==> config.mk <==
export PLATFORM = sky130hd
export DESIGN_NAME = xadc_drp_sampler
export DESIGN_NICKNAME = d
export VERILOG_FILES = /design/src/rtl/xadc_drp_sampler.sv
export SDC_FILE = /design/constraint.sdc
export NUM_CORES = 1
export LEC_CHECK = 0
export CORE_ASPECT_RATIO = 1.4
export CORE_MARGIN = 4
export CORE_UTILIZATION = 50
export DETAILED_ROUTE_END_ITERATION = 8
export PLACE_DENSITY = 0.77
export SLEW_MARGIN = 10
export SYNTH_ARGS = -nofsm -noshare
export SYNTH_HDL_FRONTEND = slang
export SYNTH_SLANG_ARGS = --single-unit
==> constraint.sdc <==
create_clock -name CLK100MHZ -period 3.2 [get_ports CLK100MHZ]
set_input_delay 0.64 -clock CLK100MHZ [delete_from_list [all_inputs] [get_ports CLK100MHZ]]
set_output_delay 0.64 -clock CLK100MHZ [all_outputs]
set_load 0.01 [all_outputs]
==> src/rtl/xadc_drp_sampler.sv <==
// xadc_drp_sampler: reads the switch-selected XADC channel over DRP on each
// end-of-conversion and averages 2^AVG_LOG2 results into a 12-bit sample.
module xadc_drp_sampler #(
    parameter int AVG_LOG2 = 2,
    parameter int TIMEOUT  = 63
) (
    input  logic        CLK100MHZ,
    input  logic        ck_rst,
    input  logic [3:0]  sw,
    input  logic        eoc_in,
    input  logic        drdy_in,
    input  logic [15:0] do_in,
    output logic [6:0]  daddr_out,
    output logic        den_out,
    output logic        dwe_out,
    output logic [11:0] sample_out,
    output logic        sample_valid,
    output logic [3:0]  channel_out,
    output logic        timeout_err
);
    localparam int AW = 12 + AVG_LOG2;
    localparam int NW = AVG_LOG2 + 1;
    localparam int CW = $clog2(TIMEOUT + 1);
    localparam logic [NW-1:0] N_SAMP = NW'(1 << AVG_LOG2);

    typedef enum logic [1:0] {IDLE, REQ, WAIT, ACC} state_t;

    state_t          state;
    logic [3:0]      sw_meta, sw_sync;
    logic [3:0]      code, ch, win_ch;
    logic [6:0]      addr;
    logic [11:0]     data;
    logic [AW-1:0]   acc, sum;
    logic [NW-1:0]   n, nxt_n;
    logic [CW-1:0]   cnt;
    logic            restart;
    logic            unused;

    assign dwe_out = 1'b0;
    assign unused  = ^do_in[3:0];

    always_comb begin
        code = sw_sync > 4'd8 ? 4'd0 : sw_sync;
        addr = 7'h14;
        case (code)
            4'd1:    addr = 7'h15;
            4'd2:    addr = 7'h16;
            4'd3:    addr = 7'h17;
            4'd4:    addr = 7'h1F;
            4'd5:    addr = 7'h10;
            4'd6:    addr = 7'h1C;
            4'd7:    addr = 7'h1D;
            4'd8:    addr = 7'h1E;
            default: addr = 7'h14;
        endcase
    end

    // A window restarts when empty or when the read belongs to a different channel
    always_comb begin
        restart = (n == '0) || (ch != win_ch);
        sum     = (restart ? '0 : acc) + AW'(data);
        nxt_n   = (restart ? '0 : n) + NW'(1);
    end

    always_ff @(posedge CLK100MHZ or negedge ck_rst) begin
        if (!ck_rst) begin
            state        <= IDLE;
            sw_meta      <= '0;
            sw_sync      <= '0;
            daddr_out    <= 7'h14;
            den_out      <= 1'b0;
            sample_out   <= '0;
            sample_valid <= 1'b0;
            channel_out  <= '0;
            timeout_err  <= 1'b0;
            ch           <= '0;
            win_ch       <= '0;
            data         <= '0;
            acc          <= '0;
            n            <= '0;
            cnt          <= '0;
        end else begin
            sw_meta      <= sw;
            sw_sync      <= sw_meta;
            den_out      <= 1'b0;
            sample_valid <= 1'b0;
            timeout_err  <= 1'b0;
            case (state)
                IDLE: if (eoc_in) begin
                    daddr_out <= addr;
                    ch        <= code;
                    den_out   <= 1'b1;
                    state     <= REQ;
                end
                REQ: begin
                    cnt   <= '0;
                    state <= WAIT;
                end
                // Give-up point chosen so the error pulse lands TIMEOUT cycles after den
                WAIT: if (drdy_in) begin
                    data  <= do_in[15:4];
                    state <= ACC;
                end else if (cnt == CW'(TIMEOUT - 2)) begin
                    timeout_err <= 1'b1;
                    state       <= IDLE;
                end else begin
                    cnt <= cnt + CW'(1);
                end
                ACC: begin
                    state  <= IDLE;
                    win_ch <= ch;
                    if (nxt_n == N_SAMP) begin
                        sample_out   <= sum[AVG_LOG2 +: 12];
                        channel_out  <= ch;
                        sample_valid <= 1'b1;
                        acc          <= '0;
                        n            <= '0;
                    end else begin
                        acc <= sum;
                        n   <= nxt_n;
                    end
                end
                default: state <= IDLE;
            endcase
        end
    end
endmodule

* Yosys cells after proc, flatten, opt, wreduce, memory -nomap -nowiden
Memories as Yosys holds them, arrays and structs flattened. A register that Yosys moved wholly into a read port is not among the register bits.
Cells that the tools add are included.
** Cells by class
- Add/sub/neg operators :: 3
- $lt $le $gt $ge :: 1
- Equality and inequality tests :: 10
- Mux-type cells :: 19
- Reduce and logical (&&, ||, !) cells :: 10
** Operators with widths (number)
- 14-bit 2-to-1 mux :: 2
- 14-bit by 12-bit adder with 14-bit output :: 1
- 6-bit 2-to-1 mux :: 2
- 6-bit case mux with 2 select lines :: 1
- 2-bit case mux with 4 select lines :: 1
- 2-bit AND reduction :: 4
- 1-bit 2-to-1 mux :: 7
- 6-bit by 1-bit adder with 6-bit output (second input constant) :: 1
- 6-bit == test (second input constant) :: 1
- 2-bit 2-to-1 mux :: 3
- 3-bit 2-to-1 mux :: 2
- 2-bit != test (second input constant) :: 3
- 2-bit == test (second input constant) :: 2
- 4-bit > comparator (second input constant) :: 1
- 4-bit 2-to-1 mux :: 1
- 4-bit != test :: 1
- 3-bit by 1-bit adder with 3-bit output (second input constant) :: 1
- 3-bit == test (second input constant) :: 1
- 3-bit logical NOT :: 1
- 3-bit != test (second input constant) :: 1
- 3-bit AND reduction :: 1
- 2-bit by 1-bit == test with 1-bit output (second input constant) :: 1
- 2-bit logical NOT :: 1
- 2-bit nonzero test :: 1
- other kinds (2) :: 2
** Word-level totals
- Bits in registers :: 79
- ROM bits :: 64
- Bits of input ports :: 24
- Output and inout bits :: 27
- Word-level logic and storage cells :: 59
- Memories kept :: 1
** Memories
- (no name shown) :: depth 16, width 4, rd ports 1, clocked after Yosys merged registers in 1, write ports 0, RTL line 45 : case (code)

* Depth between registers and ports, before layout
Gate-level depths: netlist of the first run.
- Depth after elaboration :: 7
- Gate-level depth with buffers :: 13
- Gate-level depth less buffers :: 11

* Worst setup path before layout of the first run
OpenSTA, ideal clock, no wires.
- Path type :: register -> register
- Start :: reg n[2]
- End :: reg sample_out[8]
- Setup time :: 125 ps
- Arrival :: 2952 ps
- Data required time :: 3075 ps
- Slack :: 123 ps
- Cell stages (with the launch flop) :: 13
- Path buffers :: 1
- Period minus slack after synthesis :: 3077 ps
- Path through :: dfrtp_1 -> nor3_2 -> nor3_4 -> clkbuf_1 -> and3_1 -> ha_1 -> fa_1 -> a21o_1 -> a311o_1 -> o2111ai_1 -> a311oi_1 -> xor2_1 -> mux2_2
** On the way
- Word-level cells in the longest chain between the ends :: 6
- Elaborated cells between the ends (all ways) :: 8
- Those cells by class :: 2 x add/sub; 1 x eq/ne; 2 x mux; 3 x reduce/logical
** RTL lines
- start, declared :: RTL line 34 : logic [NW-1:0] n, nxt_n;
- start signal, assigned :: RTL line 120 : n <= nxt_n;
- branches (longest 6 deep; another with 14-bit by 12-bit adder with 14-bit output)
- end signal, assigned :: RTL line 113 : sample_out <= sum[AVG_LOG2 +: 12];
- end, declared :: RTL line 16 : output logic [11:0] sample_out,
Parallel ways; which one is timed is not known.
A chain may end at the register's enable or synchronous reset.

* Worst setup path after layout of the first run
- Start :: reg ch[2]
- End :: reg sample_out[11]
** On the way
- Word-level cells in the longest chain between the ends :: 6
- Elaborated cells between the ends (all ways) :: 8
- Those cells by class :: 2 x add/sub; 2 x eq/ne; 2 x mux; 2 x reduce/logical
** RTL lines
- start, declared :: RTL line 30 : logic [3:0] code, ch, win_ch;
- start signal, assigned :: RTL line 91 : ch <= code;
- 4-bit != test (*) :: RTL line 60 : restart = (n == '0) || (ch != win_ch);
- 1-bit logical OR (*) :: RTL line 60
- branches (longest 4 deep; another with 14-bit by 12-bit adder with 14-bit output)
Every way passes the cells marked *.

==> results of run 1 <==
-- what timing repair did --
item,in CTS,in global routing
gates resized for setup,0,6
endpoints found under the setup margin,0,21
setup buffers,0,2
-- worst max-delay path: cells and delay by family (launching register included) --
kind / cells / cell delay (ps)
DFF: 1 / 420
AOI/OAI and AO/OA: 5 / 930
adders and majority gates: 1 / 260
xor gates and xnor gates: 2 / 430
and+or+nand+nor: 2 / 600
buffers and inverters: 2 / 290
-- cells by family after synthesis --
kind of cell,count (synthesis)
simple gates,86
flops,76
compound gates,62
mux,38
buf+inv,22
fa+ha+maj,19
xor+xnor,18
other cells,2
-- cells in the final DEF, fill, tap and decap left out, types with 9 or more instances in the layout --
master / instances
dfrtp_1: 75
o21ai_0: 13
xor2_1: 9
nor2_1: 17
nand2_1: 23
clkbuf_8: 11
buf_4: 21
a21oi_1: 12
clkdlybuf4s50_1: 41
ha_1: 18
mux2_2: 27
a22o_1: 14
and3_1: 13
-- power by group through the flow --
stage,clock network [mW],logic (mW),registers [mW]
after floorplan,0,1.27,1.40
after global placement,0,1.83,1.41
after detailed placement,0,1.90,1.43
after CTS,0.780,1.91,1.41
after global routing,0.823,2.23,1.45
final,0.762,2.03,1.41
-- metal layers --
metal	up-vias	routed length (um)	global-route usage, %
met5	-	0	0
met4	0	192	7.54
met3	16	339	5.20
met2	49	3930	29.8
met1	1341	3010	20.4
li1	1278	-	-
-- worst paths after layout --
check / startpoint / endpoint / slack (ps) / cells past startpoint
min: sw_meta[2] / sw_sync[2] / 350 / 0
max in group asynchronous: ck_rst / acc[1] / 2190 / 1
min reg2reg: sw_meta[2] / sw_sync[2] / 350 / 0
min in group asynchronous: ck_rst / sample_out[4] / 410 / 1
max: ch[2] / sample_out[11] / 160 / 12
max reg2reg: ch[2] / sample_out[11] / 160 / 12
-- area by class of cell --
class / instances / area, um2 / share of cell area (%)
Clock buffer: 11 / 151 / 3.22
Clock inverter: 5 / 58.8 / 1.25
Inverter: 9 / 33.8 / 0.718
Multi-Input combinational cell: 227 / 1830 / 38.9
Sequential cell: 76 / 1900 / 40.5
Tap cell: 97 / 121 / 2.58
Timing Repair Buffer: 64 / 608 / 12.9
-- per-stage QoR --
stage	total power [mW]	std cells	hold WS, ps	cell area (um2)	worst slack, ps
finish	4.21	489	352	4700	157
global route	4.51	489	372	4700	11.8
CTS	4.10	487	356	4640	1.79
detailed placement	3.32	471	337	4430	20.8
global placement	3.24	471	333	4430	113
floorplan	2.67	325	331	3800	123
-- state kept, by name, summed over array words and instances (netlist names) --
register / flops
acc: 14
state: 2
ch: 4
sample_valid: 1
daddr_out: 4
sample_out: 12
data: 12
timeout_err: 1
den_out: 1
sw_meta: 4
n: 3
channel_out: 4
cnt: 6
win_ch: 4
sw_sync: 4
==> results.py, run 1 <==
metrics = {
    "cells_and_area": {
        "nFillCells": 565,
        "nets": 430,
        "drive_gt1_share_pct": 23.2,
        "utilization_pct": 63.9,
        "diodes": 0,
        "area_growth_pct": 23.9,
    },
    "logic_synthesis": {
        "synth_top_family_by_area": "simple AND/OR/NAND/NOR gates",
        "synth-main-ff-cell": "dfrtp_1",
        "yosys_warnings": 0,
        "synth_seq_cells": 76,
        "synth_fa_ha_area_share_pct": 6.46,
        "yosysTopAreaCell": "dfrtp_1",
        "synth_compound_area_share_pct": 12.0,
        "syn-cell-area_mm2": 0.00380,
        "syn_inst": 323,
        "synth_top_cell_area_share_pct": 49.4,
        "ys_async_sr_fraction_pct": 100,
        "synth.area.top_cells": "dfrtp_1, mux2_2, ha_1",
        "synth_common_cells": "dfrtp_1, mux2_2, nand2_1",
        "synth_edf_count": 0,
        "yosysSeqAreaShare_pct": 50.1,
        "synth_cell_types": 54,
        "synthSimpleGateAreaFrac_pct": 12.2,
        "synthMuxAreaShare_pct": 12.0,
        "syn_avg_cell_area_um2": 11.8,
        "synth_most_common_cell": "dfrtp_1",
        "yosys.area_share.xor_xnor_pct": 4.15,
    },
    "global_route": {
        "grt_max_degree": 77,
        "grt_usage_pct": 17.7,
        "grt_overflow": 0,
        "grt_pass1_vias": 2763,
        "antenna_found_initial": 0,
        "grt_pass1_wl_um": 12400,
    },
    "floorplan": {
        "rows": 37,
        "die_w_um": 81.7,
        "fp.coreArea_mm2": 0.00736,
        "die_height_um": 111,
        "ioPinCount": 51,
        "die_area_mm2": 0.00907,
        "start_util_pct": 51.6,
    },
    "clock_tree": {
        "holdBufCountCts": 0,
        "clock-root-buffer": "clkbuf_8",
        "cts_tree": "done",
        "cts_buffer_depth": 2,
        "clock-sinks": 76,
        "clk_pin_slew_ps": 80,
        "h-tree-depth": 3,
        "clock_latency_ps": 360,
        "numCtsBuffers": 9,
    },
    "critical_path": {
        "slowest_stage": "nor3_4",
        "end_kind": "flip-flop",
        "critical_path_class": "flip-flop to flip-flop",
        "critPathRequiredTime_ps": 3450,
        "arrival_ps": 3290,
        "cp_max_fo": 10,
        "crit_chain": "xor2_1 > nor3_4 > buf_12 > buf_4 > and3_1 > ha_1 > a21oi_1 > o21ai_0 > a211o_1 > o221a_2 > xnor2_1 > o31ai_1",
        "startpoint_type": "flip-flop",
        "cp_slowest_stage_delay_ps": 450,
    },
    "timing": {
        "tns_ps": 0,
        "slew_headroom_pct": 39.0,
        "timing.fmax_mhz": 329,
        "grt_setup_unrepaired": "no",
        "slew_violations": 0,
        "finalSetupViolations": 0,
        "tightest_slew_ps": 916,
        "period_needed_ps": 3040,
        "hold_viol": 0,
        "period_share_pct": 95.1,
        "final.setup_skew_ps": 11.3,
    },
    "detailed_routing": {
        "wirelength_um": 7470,
        "drt-wirelength-per-cell_um": 15.3,
        "drc_errors": 0,
        "route.antenna.remaining_nets": 0,
        "first_pass_iters": 4,
        "drtIter0Drc": 117,
        "vias": 2684,
        "post_drt_via_cell_ratio": 5.49,
    },
    "pwr": {
        "switching_share_pct": 37.3,
        "power_density_mw_per_mm2": 894,
        "power.switching_mw": 1.57,
        "p_comb_share_pct": 48.2,
        "p_leak_nw": 2.27,
        "clockPowerShare_pct": 18.1,
        "vdd_drop_max_mv": 0.520,
        "p_int_mw": 2.64,
        "p_seq_share_pct": 33.6,
    },
    "placement": {
        "dpl.hpwl_um": 5280,
        "place_congestion": 0.846,
        "io_buffers": 42,
    },
    "status": {
        "status": "complete, no violations",
    },
    "run": {
        "cap_violations": 0,
    },
    "hold_path": {
        "worst_hold_path_type": "flip-flop to flip-flop",
    },
}
Note: power is estimated with default switching activity, not from simulation.
==> inputs of run 2 (changes only) <==
--- a/config.mk
+++ b/config.mk
@@ -7,9 +7,9 @@
 export LEC_CHECK = 0
 export CORE_ASPECT_RATIO = 1.4
 export CORE_MARGIN = 4
-export CORE_UTILIZATION = 50
+export CORE_UTILIZATION = 59
 export DETAILED_ROUTE_END_ITERATION = 8
-export PLACE_DENSITY = 0.77
+export PLACE_DENSITY = 0.85
 export SLEW_MARGIN = 10
 export SYNTH_ARGS = -nofsm -noshare
 export SYNTH_HDL_FRONTEND = slang
==> constraint.sdc (replaced) <==
create_clock -name CLK100MHZ -period 3.85 [get_ports CLK100MHZ]
set_input_delay 0.77 -clock CLK100MHZ [delete_from_list [all_inputs] [get_ports CLK100MHZ]]
set_output_delay 0.77 -clock CLK100MHZ [all_outputs]
set_load 0.01 [all_outputs]
==> run 2 against run 1 <==
  * Cell area shrank 4.9%
  * Wire length down 2.5%
  * Clock-buffer cell count grew 1
  * Largest power group unchanged
==> results.py, run 2 (same netlist as run 1, synthesis figures left out) <==
metrics = {
    "status": {
        "status": "complete, no violations",
    },
    "cells_and_area": {
        "nFillCells": 449,
        "drive_gt1_share_pct": 18.2,
        "top_regs": "acc: 14 flops, data: 12 flops, sample_out: 12 flops",
        "final_cell_mix": "dfrtp_1, clkdlybuf4s50_1, mux2_2, nand2_1, ha_1",
        "nets": 411,
        "largest_reg_flops": 14,
        "area_growth_pct": 17.9,
        "regMostFlops": "acc",
        "multi_input_area_mm2": 0.00179,
        "final_common_cell": "dfrtp_1",
        "instances_no_fill": 445,
        "seqCellArea_mm2": 0.00190,
        "diodes": 0,
    },
    "placement": {
        "dpl.hpwl_um": 5000,
        "dp_cells": 429,
        "io_buffers": 42,
        "place_congestion": 0.868,
    },
    "detailed_routing": {
        "wirelength_um": 7280,
        "drt-wirelength-per-cell_um": 16.4,
        "route.antenna.remaining_nets": 0,
        "vias": 2604,
        "post_drt_via_cell_ratio": 5.85,
        "drtIter0Drc": 185,
        "drc_errors": 0,
        "first_pass_iters": 4,
    },
    "timing": {
        "grt_setup_unrepaired": "no",
        "period_share_pct": 84.2,
        "final.setup_skew_ps": 9.56,
        "timing.fmax_mhz": 309,
        "finalSetupViolations": 0,
        "tns_ps": 0,
        "slew_headroom_pct": 38.5,
        "slew_violations": 0,
        "period_needed_ps": 3240,
        "hold_viol": 0,
        "tightest_slew_ps": 922,
    },
    "global_route": {
        "grt_pass1_wl_um": 12100,
        "grt_usage_pct": 20.6,
        "antenna_found_initial": 0,
        "grt_overflow": 0,
        "grt_pass1_vias": 2712,
        "grt_max_degree": 77,
    },
    "pwr": {
        "p_leak_nw": 2.17,
        "power.total_mw": 3.24,
        "vdd_drop_max_mv": 0.424,
        "power_density_mw_per_mm2": 723,
    },
    "clock_tree": {
        "cts_buffer_depth": 2,
        "clock-sinks": 76,
        "h-tree-depth": 3,
        "numCtsBuffers": 9,
        "post_cts_buffers": 0,
        "clock_latency_ps": 360,
        "clk_pin_slew_ps": 80,
        "cts_tree": "done",
        "holdBufCountCts": 0,
        "post_cts_resized": 0,
        "clock-root-buffer": "clkbuf_8",
    },
    "floorplan": {
        "die_height_um": 103,
        "ioPinCount": 51,
        "die_area_mm2": 0.00780,
        "die_w_um": 75.8,
        "fp.coreArea_mm2": 0.00625,
        "start_util_pct": 60.7,
        "rows": 34,
    },
    "run": {
        "cap_violations": 0,
    },
    "critical_path": {
        "end_kind": "flip-flop",
        "crit_chain": "xor2_1 > nor3_4 > and3_1 > ha_1 > a21o_2 > a31oi_1 > a21oi_1 > o41ai_2 > xnor2_1 > mux2_2",
        "cp_max_fo": 17,
        "slowest_stage": "nor3_4",
        "arrival_ps": 3480,
        "critical_path_class": "flip-flop to flip-flop",
        "startpoint_type": "flip-flop",
        "cp_slowest_stage_delay_ps": 540,
        "critPathRequiredTime_ps": 4090,
    },
    "hold_path": {
        "worst_hold_path_type": "flip-flop to flip-flop",
    },
}
[run 2: report_power, final]
group          leakage, nW  switching (mW)  internal, mW
clock network        0.109           0.292         0.356
registers            0.979           0.160          1.02
logic                 1.09           0.773         0.631
total                 2.17            1.23          2.01
[run 2: final timing paths]
path | startpoint | end | slack, ps | cells after the start
max in group asynchronous | ck_rst | acc[7] | 2710 | 1
worst min register to register | sw_meta[2] | sw_sync[2] | 360 | 0
worst max-delay path | ch[3] | sample_out[9] | 610 | 10
worst max register to register | ch[3] | sample_out[9] | 610 | 10
min in group asynchronous | ck_rst | data[3] | 530 | 1
worst min-delay path | sw_meta[2] | sw_sync[2] | 360 | 0
[run 2: layout make-up]
| cell class | count | share of cell area [%] |
|---|---|---|
| Sequential cell | 76 | 42.5 |
| Multi-Input combinational cell | 227 | 39.9 |
| Timing Repair Buffer | 45 | 9.84 |
| Clock buffer | 12 | 3.69 |
| Tap cell | 72 | 2.01 |
| Clock inverter | 4 | 1.23 |
| Inverter | 9 | 0.755 |
[run 2: critical path: cells and delay by family (launching register included)]
kind / cells / cell delay, ps
AND/OR/NAND/NOR: 2 / 780
multiplexers: 1 / 280
adder cells (fa/ha/maj): 1 / 300
flip-flops: 1 / 410
AO/OA/AOI/OAI: 4 / 1030
XOR/XNOR: 2 / 310
[run 2: per-layer routing]
layer  part of all wire (%)  global-route usage [%]  vias to the layer above
met5                      0                       0                        -
met4                    2.4                    9.96                        0
met3                    4.7                    4.88                       13
met2                     53                    35.7                       61
met1                     40                    23.2                     1289
li1                       -                       -                     1241
[run 2: through the flow]
stage | hold WS [ps] | util, % | cell area, um2 | setup WS, ps
floorplan | 331 | - | 3800 | 773
global placement | 334 | 68.0 | 4260 | 634
detailed placement | 342 | 68.0 | 4260 | 619
CTS | 359 | 71.6 | 4480 | 603
global route | 372 | 71.6 | 4480 | 417
finish | 358 | 71.6 | 4480 | 609
